<file path="config.mk">
export PLATFORM = sky130hd
export DESIGN_NAME = spec_config_loader_flat
export DESIGN_NICKNAME = d
export VERILOG_FILES = /design/src/rtl/spec_config_pkg.sv /design/src/rtl/spec_config_loader_if.sv /design/src/rtl/spec_config_readback_mux.sv /design/src/rtl/spec_config_loader.sv /design/src/flat_wrapper.sv
export SDC_FILE = /design/constraint.sdc
export NUM_CORES = 2
export LEC_CHECK = 0
export ABC_CLOCK_PERIOD_IN_PS = 2400
export BUFFER_PORTS_ARGS = -buffer_cell sky130_fd_sc_hd__buf_2
export CORE_MARGIN = 4
export CORE_UTILIZATION = 40
export DETAILED_ROUTE_END_ITERATION = 12
export GPL_TIMING_DRIVEN = 0
export PLACE_DENSITY = 0.57
export SYNTH_ARGS = -nofsm -noshare
export SYNTH_HDL_FRONTEND = slang
export SYNTH_SLANG_ARGS = --single-unit
</file>
<file path="constraint.sdc">
create_clock -name clk -period 2.4 [get_ports clk]
set_input_delay 0.24 -clock clk [delete_from_list [all_inputs] [get_ports clk]]
set_output_delay 0.24 -clock clk [all_outputs]
set_load 0.05 [all_outputs]
</file>
<file path="src/rtl/spec_config_pkg.sv">
// Shared constants and commit state encoding for the spec_config_loader block.
// Optional read-back is enabled by defining SPEC_CONFIG_READBACK_EN.
package spec_config_pkg;

   localparam int CONFIG_WIDTH   = 550;
   localparam int WORD_WIDTH     = 32;
   localparam int ADDR_WIDTH     = 32;
   localparam int NUM_WORDS      = (CONFIG_WIDTH + WORD_WIDTH - 1) / WORD_WIDTH;
   localparam int LAST_WORD_BITS = CONFIG_WIDTH - (NUM_WORDS - 1) * WORD_WIDTH;
   localparam int COMMIT_ADDR    = NUM_WORDS;
   localparam int STATUS_ADDR    = NUM_WORDS + 1;

   typedef enum logic [1:0] {
      ST_IDLE    = 2'd0,
      ST_PENDING = 2'd1,
      ST_APPLY   = 2'd2
   } commit_state_e;

endpackage

</file>
<file path="src/rtl/spec_config_loader_if.sv">
// Config bus bundle between the CGRA configuration master and spec_config_loader.
interface spec_config_loader_if #(
   parameter int WORD_WIDTH = 32,
   parameter int ADDR_WIDTH = 32
);
   logic [ADDR_WIDTH-1:0] config_config_addr;
   logic [WORD_WIDTH-1:0] config_config_data;
   logic                  config_write;
   logic                  config_read;
   logic [WORD_WIDTH-1:0] config_rd_data;
   logic                  config_rd_valid;
   logic                  config_err;

   modport master (
      output config_config_addr, config_config_data, config_write, config_read,
      input  config_rd_data, config_rd_valid, config_err
   );

   modport slave (
      input  config_config_addr, config_config_data, config_write, config_read,
      output config_rd_data, config_rd_valid, config_err
   );
endinterface

</file>
<file path="src/rtl/spec_config_readback_mux.sv">
// Read-back path: selects a shadow word or the status word and registers it.
// Only instantiated when SPEC_CONFIG_READBACK_EN is defined.
module spec_config_readback_mux #(
   parameter int WORD_WIDTH = 32,
   parameter int N_WORDS    = 18,
   parameter int IDX_W      = 5
) (
   input  logic                          clk,
   input  logic                          rst_n,
   input  logic                          rd_en,
   input  logic                          rd_status,
   input  logic [IDX_W-1:0]              rd_idx,
   input  logic [N_WORDS*WORD_WIDTH-1:0] words,
   input  logic                          pending,
   input  logic                          complete,
   output logic [WORD_WIDTH-1:0]         rd_data,
   output logic                          rd_valid
);

   logic [WORD_WIDTH-1:0] words_a [N_WORDS];
   logic [WORD_WIDTH-1:0] word_s;
   logic [WORD_WIDTH-1:0] rd_data_r;
   logic                  rd_valid_r;

   // Split the padded shadow into addressable words.
   always_comb begin
      for (int i = 0; i < N_WORDS; i++) begin
         words_a[i] = words[i*WORD_WIDTH +: WORD_WIDTH];
      end
   end

   // Pick status or the addressed word.
   always_comb begin
      word_s = '0;
      if (rd_status) begin
         word_s = {{(WORD_WIDTH-2){1'b0}}, complete, pending};
      end else begin
         word_s = words_a[rd_idx];
      end
   end

   // Read register: data holds between reads, valid pulses once per read.
   always_ff @(posedge clk or negedge rst_n) begin
      if (!rst_n) begin
         rd_data_r  <= '0;
         rd_valid_r <= 1'b0;
      end else begin
         rd_valid_r <= rd_en;
         if (rd_en) begin
            rd_data_r <= word_s;
         end else begin
            rd_data_r <= rd_data_r;
         end
      end
   end

   assign rd_data  = rd_data_r;
   assign rd_valid = rd_valid_r;

endmodule

</file>
<file path="src/rtl/spec_config_loader.sv">
// Shadow-register config loader: bus writes fill a shadow, a stalled commit copies it to the datapath.
// Define SPEC_CONFIG_READBACK_EN to enable shadow/status reads.
module spec_config_loader #(
   parameter int CONFIG_WIDTH = spec_config_pkg::CONFIG_WIDTH,
   parameter int WORD_WIDTH   = spec_config_pkg::WORD_WIDTH,
   parameter int ADDR_WIDTH   = spec_config_pkg::ADDR_WIDTH
) (
   input  logic                    clk,
   input  logic                    rst_n,
   input  logic                    stall,
   spec_config_loader_if.slave     bus,
   output logic [CONFIG_WIDTH-1:0] config_memory_size_550,
   output logic                    config_complete,
   output logic                    commit_done
);
   import spec_config_pkg::*;

   localparam int N_WORDS   = (CONFIG_WIDTH + WORD_WIDTH - 1) / WORD_WIDTH;
   localparam int LAST_BITS = CONFIG_WIDTH - (N_WORDS - 1) * WORD_WIDTH;
   localparam int FLAT_W    = N_WORDS * WORD_WIDTH;
   localparam int IDX_W     = $clog2(N_WORDS);
   localparam logic [ADDR_WIDTH-1:0] COMMIT_A = ADDR_WIDTH'(N_WORDS);
   localparam logic [ADDR_WIDTH-1:0] STATUS_A = ADDR_WIDTH'(N_WORDS + 1);

   logic [CONFIG_WIDTH-1:0] shadow_r;
   logic [CONFIG_WIDTH-1:0] active_r;
   logic [N_WORDS-1:0]      mask_r;
   logic [N_WORDS-1:0]      mask_next_s;
   logic                    complete_r;
   logic                    commit_done_r;
   logic                    err_r;
   commit_state_e           state_r;
   commit_state_e           state_next_s;

   logic                    wr_s;
   logic                    rd_s;
   logic                    both_s;
   logic                    word_addr_s;
   logic                    word_wr_s;
   logic                    commit_wr_s;
   logic                    rd_ok_s;
   logic                    illegal_s;
   logic                    apply_s;
   logic [IDX_W-1:0]        idx_s;

   // Address decode and legality of the current bus access.
   always_comb begin
`ifdef SPEC_CONFIG_READBACK_EN
      both_s = bus.config_write & bus.config_read;
      wr_s   = bus.config_write & ~bus.config_read;
      rd_s   = bus.config_read & ~bus.config_write;
`else
      both_s = 1'b0;
      wr_s   = bus.config_write;
      rd_s   = 1'b0;
`endif
      idx_s       = bus.config_config_addr[IDX_W-1:0];
      word_addr_s = (bus.config_config_addr < ADDR_WIDTH'(N_WORDS));
      word_wr_s   = wr_s & word_addr_s;
      commit_wr_s = wr_s & (bus.config_config_addr == COMMIT_A);
      rd_ok_s     = rd_s & (word_addr_s | (bus.config_config_addr == STATUS_A));
      illegal_s   = both_s | (wr_s & ~word_addr_s & ~commit_wr_s) | (rd_s & ~rd_ok_s);
   end

   // Commit sequencing: a pending commit waits for stall, then copies on that edge.
   always_comb begin
      state_next_s = state_r;
      apply_s      = 1'b0;
      case (state_r)
         ST_IDLE: begin
            if (commit_wr_s) begin
               state_next_s = ST_PENDING;
            end else begin
               state_next_s = ST_IDLE;
            end
         end
         ST_PENDING: begin
            if (stall) begin
               state_next_s = ST_APPLY;
               apply_s      = 1'b1;
            end else begin
               state_next_s = ST_PENDING;
            end
         end
         ST_APPLY: begin
            if (commit_wr_s) begin
               state_next_s = ST_PENDING;
            end else begin
               state_next_s = ST_IDLE;
            end
         end
         default: begin
            state_next_s = ST_IDLE;
         end
      endcase
   end

   // Written-word mask; a write landing on the apply edge counts toward the next commit.
   always_comb begin
      if (apply_s) begin
         mask_next_s = '0;
      end else begin
         mask_next_s = mask_r;
      end
      if (word_wr_s) begin
         mask_next_s[idx_s] = 1'b1;
      end else begin
         mask_next_s = mask_next_s;
      end
   end

   // Shadow word storage; the last word keeps only its in-range bits.
   always_ff @(posedge clk or negedge rst_n) begin
      if (!rst_n) begin
         shadow_r <= '0;
      end else if (word_wr_s) begin
         for (int i = 0; i < N_WORDS - 1; i++) begin
            if (idx_s == IDX_W'(i)) begin
               shadow_r[i*WORD_WIDTH +: WORD_WIDTH] <= bus.config_config_data;
            end
         end
         if (idx_s == IDX_W'(N_WORDS - 1)) begin
            shadow_r[CONFIG_WIDTH-1 -: LAST_BITS] <= bus.config_config_data[LAST_BITS-1:0];
         end
      end
   end

   // Commit state, active configuration and status/error pulses.
   always_ff @(posedge clk or negedge rst_n) begin
      if (!rst_n) begin
         state_r       <= ST_IDLE;
         active_r      <= '0;
         mask_r        <= '0;
         complete_r    <= 1'b0;
         commit_done_r <= 1'b0;
         err_r         <= 1'b0;
      end else begin
         state_r       <= state_next_s;
         mask_r        <= mask_next_s;
         complete_r    <= &mask_next_s;
         commit_done_r <= apply_s;
         err_r         <= illegal_s;
         if (apply_s) begin
            active_r <= shadow_r;
         end
      end
   end

`ifdef SPEC_CONFIG_READBACK_EN
   logic [FLAT_W-1:0] words_s;
   assign words_s = FLAT_W'(shadow_r);

   spec_config_readback_mux #(
      .WORD_WIDTH (WORD_WIDTH),
      .N_WORDS    (N_WORDS),
      .IDX_W      (IDX_W)
   ) u_readback (
      .clk       (clk),
      .rst_n     (rst_n),
      .rd_en     (rd_ok_s),
      .rd_status (~word_addr_s),
      .rd_idx    (idx_s),
      .words     (words_s),
      .pending   (state_r == ST_PENDING),
      .complete  (complete_r),
      .rd_data   (bus.config_rd_data),
      .rd_valid  (bus.config_rd_valid)
   );
`else
   assign bus.config_rd_data  = '0;
   assign bus.config_rd_valid = 1'b0;
`endif

   assign bus.config_err             = err_r;
   assign config_memory_size_550     = active_r;
   assign config_complete            = complete_r;
   assign commit_done                = commit_done_r;

endmodule

</file>
<file path="src/flat_wrapper.sv">
// flat-port wrapper written by rule: the top's interface ports become plain ports
module spec_config_loader_flat import spec_config_pkg::*;
#(
   parameter int CONFIG_WIDTH = spec_config_pkg::CONFIG_WIDTH,
   parameter int WORD_WIDTH   = spec_config_pkg::WORD_WIDTH,
   parameter int ADDR_WIDTH   = spec_config_pkg::ADDR_WIDTH
)
  (clk, rst_n, stall, config_memory_size_550, config_complete, commit_done, bus_config_config_addr, bus_config_config_data, bus_config_write, bus_config_read, bus_config_rd_data, bus_config_rd_valid, bus_config_err);
  spec_config_loader_if #(.WORD_WIDTH(WORD_WIDTH), .ADDR_WIDTH(ADDR_WIDTH)) bus_i ();
  input  logic clk;
  input  logic rst_n;
  input  logic stall;
  output logic [CONFIG_WIDTH-1:0] config_memory_size_550;
  output logic config_complete;
  output logic commit_done;
  input wire logic [$bits(bus_i.config_config_addr)-1:0] bus_config_config_addr;
  input wire logic [$bits(bus_i.config_config_data)-1:0] bus_config_config_data;
  input wire logic [$bits(bus_i.config_write)-1:0] bus_config_write;
  input wire logic [$bits(bus_i.config_read)-1:0] bus_config_read;
  output wire logic [$bits(bus_i.config_rd_data)-1:0] bus_config_rd_data;
  output wire logic [$bits(bus_i.config_rd_valid)-1:0] bus_config_rd_valid;
  output wire logic [$bits(bus_i.config_err)-1:0] bus_config_err;
  assign bus_i.config_config_addr = bus_config_config_addr;
  assign bus_i.config_config_data = bus_config_config_data;
  assign bus_i.config_write = bus_config_write;
  assign bus_i.config_read = bus_config_read;
  assign bus_config_rd_data = bus_i.config_rd_data;
  assign bus_config_rd_valid = bus_i.config_rd_valid;
  assign bus_config_err = bus_i.config_err;
  spec_config_loader #(.CONFIG_WIDTH(CONFIG_WIDTH), .WORD_WIDTH(WORD_WIDTH), .ADDR_WIDTH(ADDR_WIDTH)) u_core (.clk(clk), .rst_n(rst_n), .stall(stall), .bus(bus_i), .config_memory_size_550(config_memory_size_550), .config_complete(config_complete), .commit_done(commit_done));
endmodule
</file>
; ---- Word level (Yosys, flattened, before mapping)
; Cells that the tools add are included.
[word_totals]
ff_bits = 1123
input_bits = 69
output_inout_bits = 586
[classes]
mux = 9
n_lt_le_gt_ge = 3
bitwise = 7
n_eq_ne = 20
n_reduce_logical = 23
[op_table]
columns = cell, n
row1 = 5-bit by 4-bit == test with 1-bit output (second input constant), 8
row2 = 18-bit two-way mux, 2
row3 = 2-bit AND reduction, 18
row4 = 32-bit by 5-bit == test with 1-bit output (second input constant), 1
row5 = 32-bit by 5-bit less-than comparator with 1-bit output (second input constant), 1
row6 = 5-bit by 3-bit == test with 1-bit output (second input constant), 4
row7 = 18-bit OR, 1
row8 = 18-bit AND reduction, 1
row9 = 5-bit by 2-bit == test with 1-bit output (second input constant), 2
row10 = 5-bit == test (second input constant), 2
row11 = 5-bit by 6-bit less-than comparator with 1-bit output (second input constant), 1
row12 = 1-bit demux with 5-bit select, 1
row13 = 5-bit by 1-bit == test with 1-bit output (second input constant), 1
row14 = 5-bit by 1-bit greater-or-equal comparator with 1-bit output (second input constant), 1
row15 = 5-bit logical NOT, 1
row16 = 1-bit AND, 4
row17 = 1-bit two-way mux, 4
row18 = 2-bit one-hot mux with 2 select lines, 1
row19 = 2-bit by 1-bit == test with 1-bit output (second input constant), 1
row20 = 2-bit == test (second input constant), 1
row21 = 2-bit logical NOT, 1
row22 = 2-bit two-way mux, 1
row23 = 1-bit inverter, 2
row24 = 2-bit OR reduction, 1
row25 = 1-bit logical AND, 1

; ---- Longest topological paths before layout
[depth]
word_depth = 7
mapped_depth = 10
mapped_depth_nobuf = 7

; ---- Worst setup path before layout
; OpenSTA, ideal clock, no wires.
[synth_path]
path_kind = input -> register
from = in bus_config_config_addr[4]
to = reg u_core.complete_r (netlist: u_core.config_complete)
stages = 9
arrival_ps = 2220
slack_ps = 99
cell_sequence = buf_6 nand4b_2 nor4_1 or4b_1 buf_2 o2bb2a_4 o221ai_1 or4_1 nor3_2
[synth_via]
elab_chain_cells = 7
[synth_rtl]
columns = element, line
row1 = from (decl), flat_wrapper.sv:16  ; input wire logic [$bits(bus_i.config_config_addr)-1:0] bus_config_config_addr;
row2 = 5-bit by 6-bit less-than comparator with 1-bit output (not written as such) or 5-bit by 1-bit greater-or-equal comparator with 1-bit output (tied branches), spec_config_loader.sv:106  ; mask_next_s[idx_s] = 1'b1;
row3 = 1-bit logical AND (not written as such), spec_config_loader.sv:106
row4 = 1-bit two-way mux (not written as such), spec_config_loader.sv:106
row5 = 1-bit demux with 5-bit select, -
row6 = 18-bit OR (no source line), -
row7 = 18-bit two-way mux (*), spec_config_loader.sv:105  ; if (word_wr_s) begin
row8 = 18-bit AND reduction (*), spec_config_loader.sv:140  ; complete_r <= &mask_next_s;
row9 = to (signal assigned), spec_config_loader.sv:140
row10 = to (decl), spec_config_loader.sv:29  ; logic complete_r;
; Every way passes the cells marked *; elsewhere a longest branch is shown, timed or not.
; A chain may end at the register's enable or synchronous reset.

; ---- Final worst setup path
[layout_path]
from = in bus_config_config_addr[16]
to = reg u_core.complete_r (netlist: u_core.config_complete)
[layout_via]
elab_chain_cells = 4
[layout_rtl]
columns = element, line
row1 = 32-bit by 5-bit less-than comparator with 1-bit output, spec_config_loader.sv:58  ; word_addr_s = (bus.config_config_addr < ADDR_WIDTH'(N_WORDS));
row2 = 1-bit AND, spec_config_loader.sv:59  ; word_wr_s = wr_s & word_addr_s;
row3 = 18-bit two-way mux, spec_config_loader.sv:105
row4 = 18-bit AND reduction, spec_config_loader.sv:140
; Every way passes these cells.

==> key figures <==
Worst setup path
  – Max Fanout on Critical Path: 7
  – Worst reg2reg path endpoint: u_core.config_memory_size_550[127]$_DFFE_PN0P_
  – Worst path most repeated cell: buf_2
  – Crit-path max cell delay: 550 ps
  – Crit path kind: primary input to flip-flop
  – Buf/Inv on CP: 2
  – Reg2Reg Depth: 8
  – Max stage delay cell, worst path: nor3_4
  – CP Cell Sequence: buf_2, nor4_4, nand3_2, or2_1, buf_2, nor3_4, o221ai_1, or4_1, nor3_2
  – Worst Path Arrival: 3010 ps
  – Critical path depth: 9
  – Critical path required time: between 3000 and 4000 ps
  – Top delay family on crit path: simple AND/OR/NAND/NOR gates
  – Crit path launch type: primary input
  – Nature of the critical path endpoint: flip-flop
  – Worst r2r src: u_core.commit_done$_DFF_PN0_
  – R2r setup slk: 110 ps

Clock network
  – Num CTS Buffers: 118
  – Latest clock arrival within the worst-skew pair: between 700 and 800 ps
  – CTS tree: yes
  – Clk pin slew, worst setup/hold paths: about 60 ps
  – H-tree depth: 3
  – Clock tree root driver cell: clkbuf_16
  – Clk buf depth: 3
  – CTS Sinks: 1122
  – Hold-fix buffers, CTS: 33

Synthesis
  – Area leader, netlist: dfrtp_1
  – Mapped cell area: 0.0423 sq mm
  – Sequential share of the synthesized area: roughly 66%
  – Top-count cell post-synth: nand2_1
  – Post-synth EDFFs: 0
  – Synthesized area per cell: 11.1 sq um
  – Dominant synthesized flop cell: dfrtp_1
  – Synth top area cells: dfrtp_1 (66%), nand2_1 (16%), mux2_2 (13%)
  – Cell count after synthesis: approximately 3800
  – Async SR Flop Fraction: 100%
  – Yosys cell types: 42
  – Yosys top cell area share: 66.3%
  – Ys Warns: 0
  – Synth Register Bits: 1122
  – Synth cell count leaders: nand2_1 (1857), dfrtp_1 (1122), mux2_2 (486)

Die
  – DIE WIDTH: about 330 microns
  – I/O pin total: 655
  – Core area: between 0.1 and 0.15 sq mm
  – Initial Utilization: 40.3%
  – Num rows: 119
  – Die Area: 0.111 sq mm
  – Die height: 333 microns

Run status
  – Status: finished, violations left
  – Failing checks: hold timing

Placed design
  – Dpl ws: -1470 ps
  – Cells after DPL: 5852
  – Final GP Congestion: 0.807
  – DP Wirelength: a little under 100 mm
  – Port Buffer Count: 619

Route
  – Routed Wire Length: 136 mm
  – Initial DRC Count: between 1500 and 2000
  – DR vias: 29600
  – Drt via density: 4.83
  – WL/cell: 22.1 microns
  – DR pass1 iterations: 7
  – Routed Antenna Nets: 0
  – Drt drc: 0

Timing
  – Slack of the critical path: 24.3 ps
  – Count of final setup violators: 0
  – Slew HR: 15.3%
  – Unrepaired setup endpoints after global routing: true
  – Min Clock Period, post-route: 2380 ps
  – Least-Margin Pin Slew: about 1300 ps
  – Final slew viol count: 0
  – Fmax achieved: around 420 MHz
  – Hold_ws: -429 ps
  – Worst Skew: 13.2 ps
  – Final Hold Vio Count: 132
  – Setup TNS Final: 0 ps
  – Period utilisation layout: 99.0%

Job
  – Max-cap check violation count: 0

Global routing
  – Initial antenna violation count: 16
  – First-pass GRT wire length: 200 mm
  – Total track usage: 24.1%
  – Global route overflow: 0
  – Largest net degree at the start of global routing: 165
  – Number of global-route vias before repair: about 30000

Final layout
  – Area delta synth->final: 24.1%
  – Non-filler instance count after layout: 6136
  – Post-layout util: 50.0%
  – NumNets Final: 4706
  – Layout cells sized above 1: 32.1%

Power and ir drop
  – Final Power: 0.0395 W
  – Pwr Density: 751 mW/mm^2
  – Max IR drop VDD: 0.543 mV
  – Leakage: about 31 nW

Hold path
  – Hold/Removal Path Class: primary input to asynchronous set/reset pin
==> state kept, by name (all words and copies together), names as in the netlist <==
| name | count |
|---|---|
| u_core.mask_r | 18 |
| u_core.config_memory_size_550 | 550 |
| u_core.state_r | 1 |
| u_core.commit_done | 1 |
| u_core.config_complete | 1 |
| u_core.bus.config_err | 1 |
| u_core.shadow_r | 550 |
==> worst max-delay path by stage <==
stage | startpoint | to | slack, ps
5_1_grt | bus_config_config_addr[16] | u_core.config_complete$_DFF_PN0_ | -40
2_1_floorplan | bus_config_config_addr[4] | u_core.config_complete$_DFF_PN0_ | 100
4_1_cts | bus_config_config_addr[23] | u_core.shadow_r[249]$_DFFE_PN0P_ | 5
3_5_place_dp | bus_config_config_addr[23] | u_core.shadow_r[152]$_DFFE_PN0P_ | -1470
6_report | bus_config_config_addr[16] | u_core.config_complete$_DFF_PN0_ | 20
3_3_place_gp | rst_n | u_core.config_memory_size_550[392]$_DFFE_PN0P_ | -24270
==> metrics by stage <==
step	hold slack (ps)	cell area, sq um
after global routing	-389	52500
after floorplan	-55.6	42500
after CTS	-451	52400
after global placement	441	47300
after detailed placement	324	47500
final	-429	52500
==> final cells by class <==
| class | instances | area (sq um) |
|---|---|---|
| Fill cell | 9845 | 52600 |
| Inverter | 1 | 3.75 |
| Antenna cell | 6 | 15.0 |
| Clock inverter | 46 | 623 |
| Buffer | 258 | 1300 |
| Timing Repair Buffer | 683 | 3870 |
| Tap cell | 1391 | 1740 |
| Sequential cell | 1122 | 28100 |
| Multi-Input combinational cell | 2453 | 13300 |
| Clock buffer | 176 | 3590 |
==> power by group <==
group          switching, W  internal [W]  total (W)  leakage [nW]
combinational      0.000819      0.000181    0.00100          12.9
sequential      0.000000908        0.0189     0.0189          15.7
clock               0.00773        0.0118     0.0195          2.09
total               0.00855        0.0309     0.0395          30.7
==> cell families (layout without fill, tap and decap cells) <==
logic type | Yosys count | after routing | synth area share, %
AND/OR/NAND/NOR | 1909 | 1909 | 17.6
other | 1 | 39 | 0.00886
flip-flops | 1122 | 1122 | 66.3
multiplexers | 486 | 486 | 12.9
AO/OA/AOI/OAI | 25 | 25 | 0.488
buffers and inverters | 259 | 1164 | 2.70
==> layout by cell type, fill, tap and decap left out, types with 2 or more instances in the layout <==
cell type	synthesis	layout
clkbuf_16	0	123
clkbuf_4	0	14
nor4_1	5	4
mux2_2	486	486
or2_1	3	3
nor2_4	0	2
nor3_4	3	9
diode_2	0	6
nand2b_1	2	2
nand2_1	1857	1857
dfrtp_1	1122	1122
clkbuf_8	0	34
clkinv_2	0	22
nor2_1	6	4
buf_4	34	57
clkinv_4	0	3
conb_1	1	33
o221ai_1	3	3
o22a_1	2	2
buf_12	0	4
buf_1	6	7
inv_6	0	4
or2_2	5	5
bufinv_16	0	14
a21o_1	14	14
clkinvlp_4	0	2
buf_2	28	650
nand4_1	3	3
clkbuf_2	0	69
nor3_2	7	2
dlygate4sd3_1	0	33
clkbuf_1	189	118
buf_16	0	7
nor4_4	3	4
==> metal layers <==
| layer | GRT usage (%) | vias up | share of wire (%) |
|---|---|---|---|
| met4 | 7.18 | 6 | 2.8 |
| met3 | 6.24 | 188 | 6.9 |
| met1 | 31.0 | 15000 | 42 |
| met5 | 0 | - | 0.025 |
| li1 | - | 13700 | - |
| met2 | 40.5 | 807 | 48 |
==> timing repair <==
| item | 4_1_cts | 5_1_grt |
|---|---|---|
| hold endpoints to repair | 332 | 132 |
| pin swaps | 7 | 6 |
| gates resized for setup | 100 | 49 |
| cloned | 0 | 1 |
| setup buffers | 14 | 8 |
| setup endpoints to repair | 952 | 400 |
(Power assumes the default switching activity.)
